<file path="config.mk">
export PLATFORM = sky130hd
export DESIGN_NAME = round_timer_ctrl
export DESIGN_NICKNAME = d
export VERILOG_FILES = /design/src/rtl/round_timer_ctrl.sv
export SDC_FILE = /design/constraint.sdc
export NUM_CORES = 1
export LEC_CHECK = 0
export ABC_AREA = 1
export CAP_MARGIN = 20
export CORE_ASPECT_RATIO = 0.5
export CORE_UTILIZATION = 51
export CTS_CLUSTER_DIAMETER = 60
export DETAILED_ROUTE_END_ITERATION = 6
export PLACE_DENSITY = 0.85
export SKIP_LAST_GASP = 1
export SLEW_MARGIN = 20
export SYNTH_ARGS = -nofsm -noshare
export SYNTH_HDL_FRONTEND = slang
export SYNTH_SLANG_ARGS = --single-unit
</file>
<file path="constraint.sdc">
create_clock -name clk -period 1.45 [get_ports clk]
set_clock_uncertainty 0.05 [all_clocks]
set_input_delay 0.145 -clock clk [delete_from_list [all_inputs] [get_ports clk]]
set_output_delay 0.145 -clock clk [all_outputs]
set_load 0.01 [all_outputs]
</file>
<file path="src/rtl/round_timer_ctrl.sv">
// Round sequencer for the math-game countdown: one-second prescaler, digit-counter
// strobes and the IDLE/LOAD/RUN/PAUSE/EXPIRED round state machine.
module round_timer_ctrl #(
    parameter int TICKS_PER_SEC = 50000000,
    parameter int CNT_W         = 26
) (
    input  logic       clk,
    input  logic       rst,
    input  logic       load_req,
    input  logic       start,
    input  logic       pause,
    input  logic       answer_valid,
    input  logic [3:0] ones_digit,
    input  logic [3:0] tens_digit,
    output logic       onesec_pulse,
    output logic       reconfig,
    output logic       ones_noborrow,
    output logic       time_out,
    output logic       round_done,
    output logic       cfg_err,
    output logic [2:0] state
);

    typedef enum logic [2:0] {
        S_IDLE    = 3'd0,
        S_LOAD    = 3'd1,
        S_RUN     = 3'd2,
        S_PAUSE   = 3'd3,
        S_EXPIRED = 3'd4
    } state_t;

    localparam logic [CNT_W-1:0] LP_TERMINAL = CNT_W'(TICKS_PER_SEC - 1);

    state_t           r_state;
    state_t           w_state_next;
    logic [CNT_W-1:0] r_presc;
    logic [CNT_W-1:0] w_presc_next;
    logic             r_pulse;
    logic             r_reconfig;
    logic             r_time_out;
    logic             r_round_done;
    logic             r_cfg_err;
    logic             w_pulse_next;
    logic             w_done_next;
    logic             w_err_next;
    logic             w_digits_zero;
    logic             w_digits_bad;
    logic             w_terminal;

    assign w_digits_zero = (ones_digit == 4'd0) && (tens_digit == 4'd0);
    assign w_digits_bad  = (ones_digit > 4'd9) || (tens_digit > 4'd9);
    assign w_terminal    = (r_presc == LP_TERMINAL);

    always_comb begin
        w_state_next = r_state;
        w_presc_next = r_presc;
        w_pulse_next = 1'b0;
        w_done_next  = 1'b0;
        w_err_next   = 1'b0;
        case (r_state)
            S_IDLE: begin
                if (load_req) begin
                    w_state_next = S_LOAD;
                end else if (start) begin
                    if (w_digits_bad) begin
                        w_err_next = 1'b1;
                    end else if (w_digits_zero) begin
                        w_state_next = S_EXPIRED;
                    end else begin
                        w_state_next = S_RUN;
                        w_presc_next = '0;
                    end
                end
            end
            S_LOAD: begin
                if (!load_req) w_state_next = S_IDLE;
            end
            S_RUN: begin
                // Expiry outranks the tick: a terminal count on digits 00 issues no pulse.
                if (load_req) begin
                    w_state_next = S_LOAD;
                end else if (answer_valid) begin
                    w_state_next = S_IDLE;
                    w_done_next  = 1'b1;
                end else if (w_digits_zero) begin
                    w_state_next = S_EXPIRED;
                end else if (pause) begin
                    w_state_next = S_PAUSE;
                end else if (w_terminal) begin
                    w_presc_next = '0;
                    w_pulse_next = 1'b1;
                end else begin
                    w_presc_next = r_presc + 1'b1;
                end
            end
            S_PAUSE: begin
                if (load_req) begin
                    w_state_next = S_LOAD;
                end else if (answer_valid) begin
                    w_state_next = S_IDLE;
                    w_done_next  = 1'b1;
                end else if (start && !pause) begin
                    w_state_next = S_RUN;
                end
            end
            S_EXPIRED: begin
                if (load_req) w_state_next = S_LOAD;
            end
            default: w_state_next = S_IDLE;
        endcase
    end

    always_ff @(posedge clk or negedge rst) begin
        if (!rst) begin
            r_state      <= S_IDLE;
            r_presc      <= '0;
            r_pulse      <= 1'b0;
            r_reconfig   <= 1'b0;
            r_time_out   <= 1'b0;
            r_round_done <= 1'b0;
            r_cfg_err    <= 1'b0;
        end else begin
            r_state      <= w_state_next;
            r_presc      <= w_presc_next;
            r_pulse      <= w_pulse_next;
            r_reconfig   <= (w_state_next == S_LOAD);
            r_time_out   <= (w_state_next == S_EXPIRED);
            r_round_done <= w_done_next;
            r_cfg_err    <= w_err_next;
        end
    end

    assign onesec_pulse  = r_pulse;
    assign reconfig      = r_reconfig;
    assign time_out      = r_time_out;
    assign round_done    = r_round_done;
    assign cfg_err       = r_cfg_err;
    assign state         = r_state;
    assign ones_noborrow = (tens_digit == 4'd0);

endmodule

</file>
==> results of run 1 <==
==> cells in the mapped netlist (all sizes together) <==
master	number
nand2	103
nor2	76
inv	41
nand3	38
dfrtp	34
o21ai	13
nand4	8
nor3	7
a21oi	4
buf	4
xor2	4
o22ai	2
or2	2
a31o	1
and2	1
clkbuf	1
ha	1
nand3b	1
o211ai	1
o21bai	1
xnor2	1
==> timing repair <==
item / in CTS
pin swaps: 26
buffers inserted: 6
resized for setup: 66
gates cloned: 1
endpoints found under the setup margin: 31
==> kinds of logic after synthesis <==
family | Yosys count | share of synthesized area
AND/OR/NAND/NOR | 236 | 0.456
buffers and inverters | 46 | 0.0882
flip-flops | 34 | 0.373
AO/OA/AOI/OAI | 22 | 0.0581
XOR/XNOR | 5 | 0.0192
adder cells (fa/ha/maj) | 1 | 0.00548
==> through the flow <==
step	utilization	area, um2	instances	setup TNS, ns	hold slack [ns]
after detailed placement	0.766	3130	487	-8.30	0.488
after global placement	0.766	3130	487	-7.20	0.481
after CTS	0.866	3540	502	-2.97	0.167
after floorplan	-	2290	344	-0.977	-0.201
==> metal layers <==
metal | global-route usage | overflow
met1 | 0.879 | 0
met2 | 1.15 | 153
met3 | 0.646 | 0
met4 | 0.968 | 67
met5 | 0.0110 | 0
==> flow_summary.toml, run 1 <==
[status]
status = "did not finish"
stop_stage = "5_1_grt"
firstError = "[ERROR GRT-0232] Routing congestion too high. Check the congestion heatmap in the GUI."

[synthesis]
syn_avg_cell_area_um2 = 6.64
yosys.area.top_type_share = 0.373
synth_area_leaders = "dfrtp_1 37%, nand2_1 16%, nor2_1 12%, nand3_1 7.9%, inv_1 6.4%"
syn_inst = 344
netlist_area_um2 = 2280
synth_top_area_cell = "dfrtp_1"
ys.warnings.count = 0
ys_seq_area_frac = 0.373
synth.distinct_cells = 34
syn_nets = 359
ys_ff_latch = 34

[global_route]
grt_max_degree = 35
grt_usage = 0.887
overflow = 220

[clock_network]
cts_made_buffers = 5
htree_levels = 2
postCtsHoldBufs = 0
numClockSinks = 34
cts_root_buffer = "clkbuf_8"
cts_buffer_depth = 2

[place]
dp_hpwl_um = 5180
pre_cts_slack_ns = -0.420
place.port_buffers = 22
gp_congestion = 0.974

[floorplanning]
die_y_um = 49.3
start_util = 0.559
rows = 16
die_x_um = 96.6
io_pins = 23

[timing]
worst-ep-kind = "sequential cell input"
worstEndpointGrtRepair = "r_presc[25]$_DFFE_PN0P_/D"
==> inputs of run 2 (changes only) <==
--- a/config.mk
+++ b/config.mk
@@ -7,11 +7,9 @@
 export LEC_CHECK = 0
 export ABC_AREA = 1
 export CAP_MARGIN = 20
-export CORE_ASPECT_RATIO = 0.5
-export CORE_UTILIZATION = 51
-export CTS_CLUSTER_DIAMETER = 60
+export CORE_UTILIZATION = 40
 export DETAILED_ROUTE_END_ITERATION = 6
-export PLACE_DENSITY = 0.85
+export PLACE_DENSITY_LB_ADDON = 0.15
 export SKIP_LAST_GASP = 1
 export SLEW_MARGIN = 20
 export SYNTH_ARGS = -nofsm -noshare
==> constraint.sdc (replaced) <==
create_clock -name clk -period 1.9 [get_ports clk]
set_clock_uncertainty 0.05 [all_clocks]
set_input_delay 0.19 -clock clk [delete_from_list [all_inputs] [get_ports clk]]
set_output_delay 0.19 -clock clk [all_outputs]
set_load 0.01 [all_outputs]
==> run 2 against run 1 <==
  * The run now ends clean
  * Synthesized area is the same
  * Synthesized cell count is the same
==> flow_summary.toml, run 2 <==
[worst_setup_path]
worst_setup_path_start_kind = "register"
critical_path_class = "register to register"
crit_path_end_kind = "register"
arrival_ns = 1.87
worstPathMaxFanout = 14
required_ns = 2.03

[detailed_routing]
firstDrtPassIters = 4
drc = 0
vias = 2245
ant_nets = 0
via_per_inst = 4.90
drtIter0Drc = 86
finalWirelength_um = 5560
wl_per_cell_um = 12.1

[flow_run]
maxCapViolCount = 0

[global_route]
grt_usage = 0.207
grt_pass1_vias = 2127
grt_max_degree = 35
antenna_found_initial = 0
grt_pass1_wl_um = 9740
overflow = 0

[timing]
worst_slew_pin_slew_ns = 0.787
hold_viol = 0
clock.fmax_ghz = 0.573
setup_ws_ns = 0.156
rsz0062_at_grt = "no"
finalSetupViolations = 0
fin_crit_sh = 0.918
finalCriticalPeriod_ns = 1.74
slew_viol_final = 0
slew_headroom = 0.475

[layout]
mostFrequentLayoutCell = "nand2_1"
final_cell_mix = "94 x nand2_1, 70 x nor2_1, 39 x inv_1"
nets = 400
largest_reg_flops = 26
area_delta_synth_final_pct = 22.1
fillers = 544
drive_gt1_frac = 0.137
regMostFlops = "r_presc"
antenna_cells = 0

[floorplanning]
core_region_area_um2 = 5510
rows = 27
io_pins = 23
start_util = 0.415
die_x_um = 77.6
die_y_um = 77.6
die_area_um2 = 6010

[power_and_ir_drop]
finalPower_mw = 1.47
peakVddDrop_uv = 335
p_leak_nw = 1.28
p_per_area_nw_per_um2 = 526

[clock_network]
cts_root_buffer = "clkbuf_8"
htree_levels = 2
path_clk_slew_ns = 0.08
cts_tree = "done"
clk_latency_ns = 0.29
numClockSinks = 34
cts_made_buffers = 5
cts_buffer_depth = 2

[synthesis]
ys_seq_area_frac = 0.373
yosys.area.top_type_share = 0.373
synth_ff_type = "dfrtp_1"
synth.distinct_cells = 34
ys_ff_latch = 34
syn_avg_cell_area_um2 = 6.64
syn_nets = 359
yosysMostFrequentCell = "nand2_1"
synth_top_area_cell = "dfrtp_1"
synth_async_sr_flop_share = 1.00
synth-edff-count = 0
ys.warnings.count = 0
netlist_area_um2 = 2280
syn_inst = 344
yosys-top-cells-count = "96 x nand2_1, 70 x nor2_1, 39 x inv_1"
synth_area_leaders = "dfrtp_1 37%, nand2_1 16%, nor2_1 12%, nand3_1 7.9%, inv_1 6.4%"

[place]
pre_cts_slack_ns = -0.0182
dp_hpwl_um = 4410
place.port_buffers = 22
gp_congestion = 0.868

[hold_path]
hold_path_class = "primary input to async pin"

[status]
status = "finished, final reports clean"
==> run 2: cell counts after synthesis <==
Identical to the previous run, type by type.
==> run 2: per-layer routing <==
layer	wire length (um)	GRT usage	vias to the layer above
met3	229	0.0412	10
met4	103	0.0755	0
met2	2610	0.350	42
li1	-	-	1169
met1	2620	0.261	1024
met5	0	0	-
==> run 2: power breakdown <==
group / switching (mW) / internal [mW] / total, mW
combinational: 0.0970 / 0.0708 / 0.168
clock: 0.263 / 0.292 / 0.555
sequential: 0.0101 / 0.734 / 0.744
total: 0.370 / 1.10 / 1.47
==> run 2: critical path: stages, from the launching register on <==
cell and delay [ns]:
dfrtp_1 0.44, inv_1 0.14, nand2_1 0.06, nor2_1 0.11, nand3_1 0.13, nand2_2 0.12, nand2_4 0.07, buf_4 0.20
nor3_1 0.23, nor2_1 0.08
==> run 2: area by class of cell <==
cell class | count | area, um2 | area share
inverter | 41 | 159 | 0.0570
sequential | 34 | 851 | 0.305
clock inverter | 1 | 5.00 | 0.00180
clock buffer | 7 | 86.3 | 0.0310
tap | 72 | 90.1 | 0.0323
multi-input combinational | 264 | 1250 | 0.449
timing repair buffer | 39 | 345 | 0.124
==> run 2: cell families (layout without fill, tap and decap cells) <==
family                   Yosys count  count (layout)  synth area share
flip-flops                        34              34             0.373
buffers and inverters             46              88            0.0882
AND/OR/NAND/NOR                  236             236             0.456
adder cells (fa/ha/maj)            1               1           0.00548
XOR/XNOR                           5               5            0.0192
AO/OA/AOI/OAI                     22              22            0.0581
==> run 2: path summary, 6_finish.rpt <==
path / start / end / slack [ns] / depth (start not counted)
setup reg to reg: state[0] / r_presc[7] / 0.16 / 9
hold reg to reg: r_presc[22] / r_presc[22] / 0.49 / 2
setup / recovery: state[0] / r_presc[7] / 0.16 / 9
min in group clk: r_presc[22] / r_presc[22] / 0.49 / 2
max in group asynchronous: rst / r_presc[9] / 0.82 / 2
hold / removal: rst / r_presc[3] / 0.47 / 2
==> run 2: timing repair <==
item | in CTS | in global routing
buffers inserted | 0 | 0
endpoints found under the setup margin | 0 | 8
endpoints found under the hold margin | 34 | 0
gates resized for setup | 0 | 5
hold buffers | 1 | 0
==> run 2: stage by stage <==
stage	util	setup TNS, ns	cells	hold slack [ns]	cell area (um2)
after CTS	0.503	0	458	0.497	2770
after global routing	0.506	0	458	0.537	2790
final	0.506	0	458	0.466	2790
after floorplan	-	0	344	-0.156	2280
after detailed placement	0.484	-0.0182	449	0.273	2670
after global placement	0.484	0	449	0.268	2670
No activity file was read; power rests on OpenSTA's default activity.
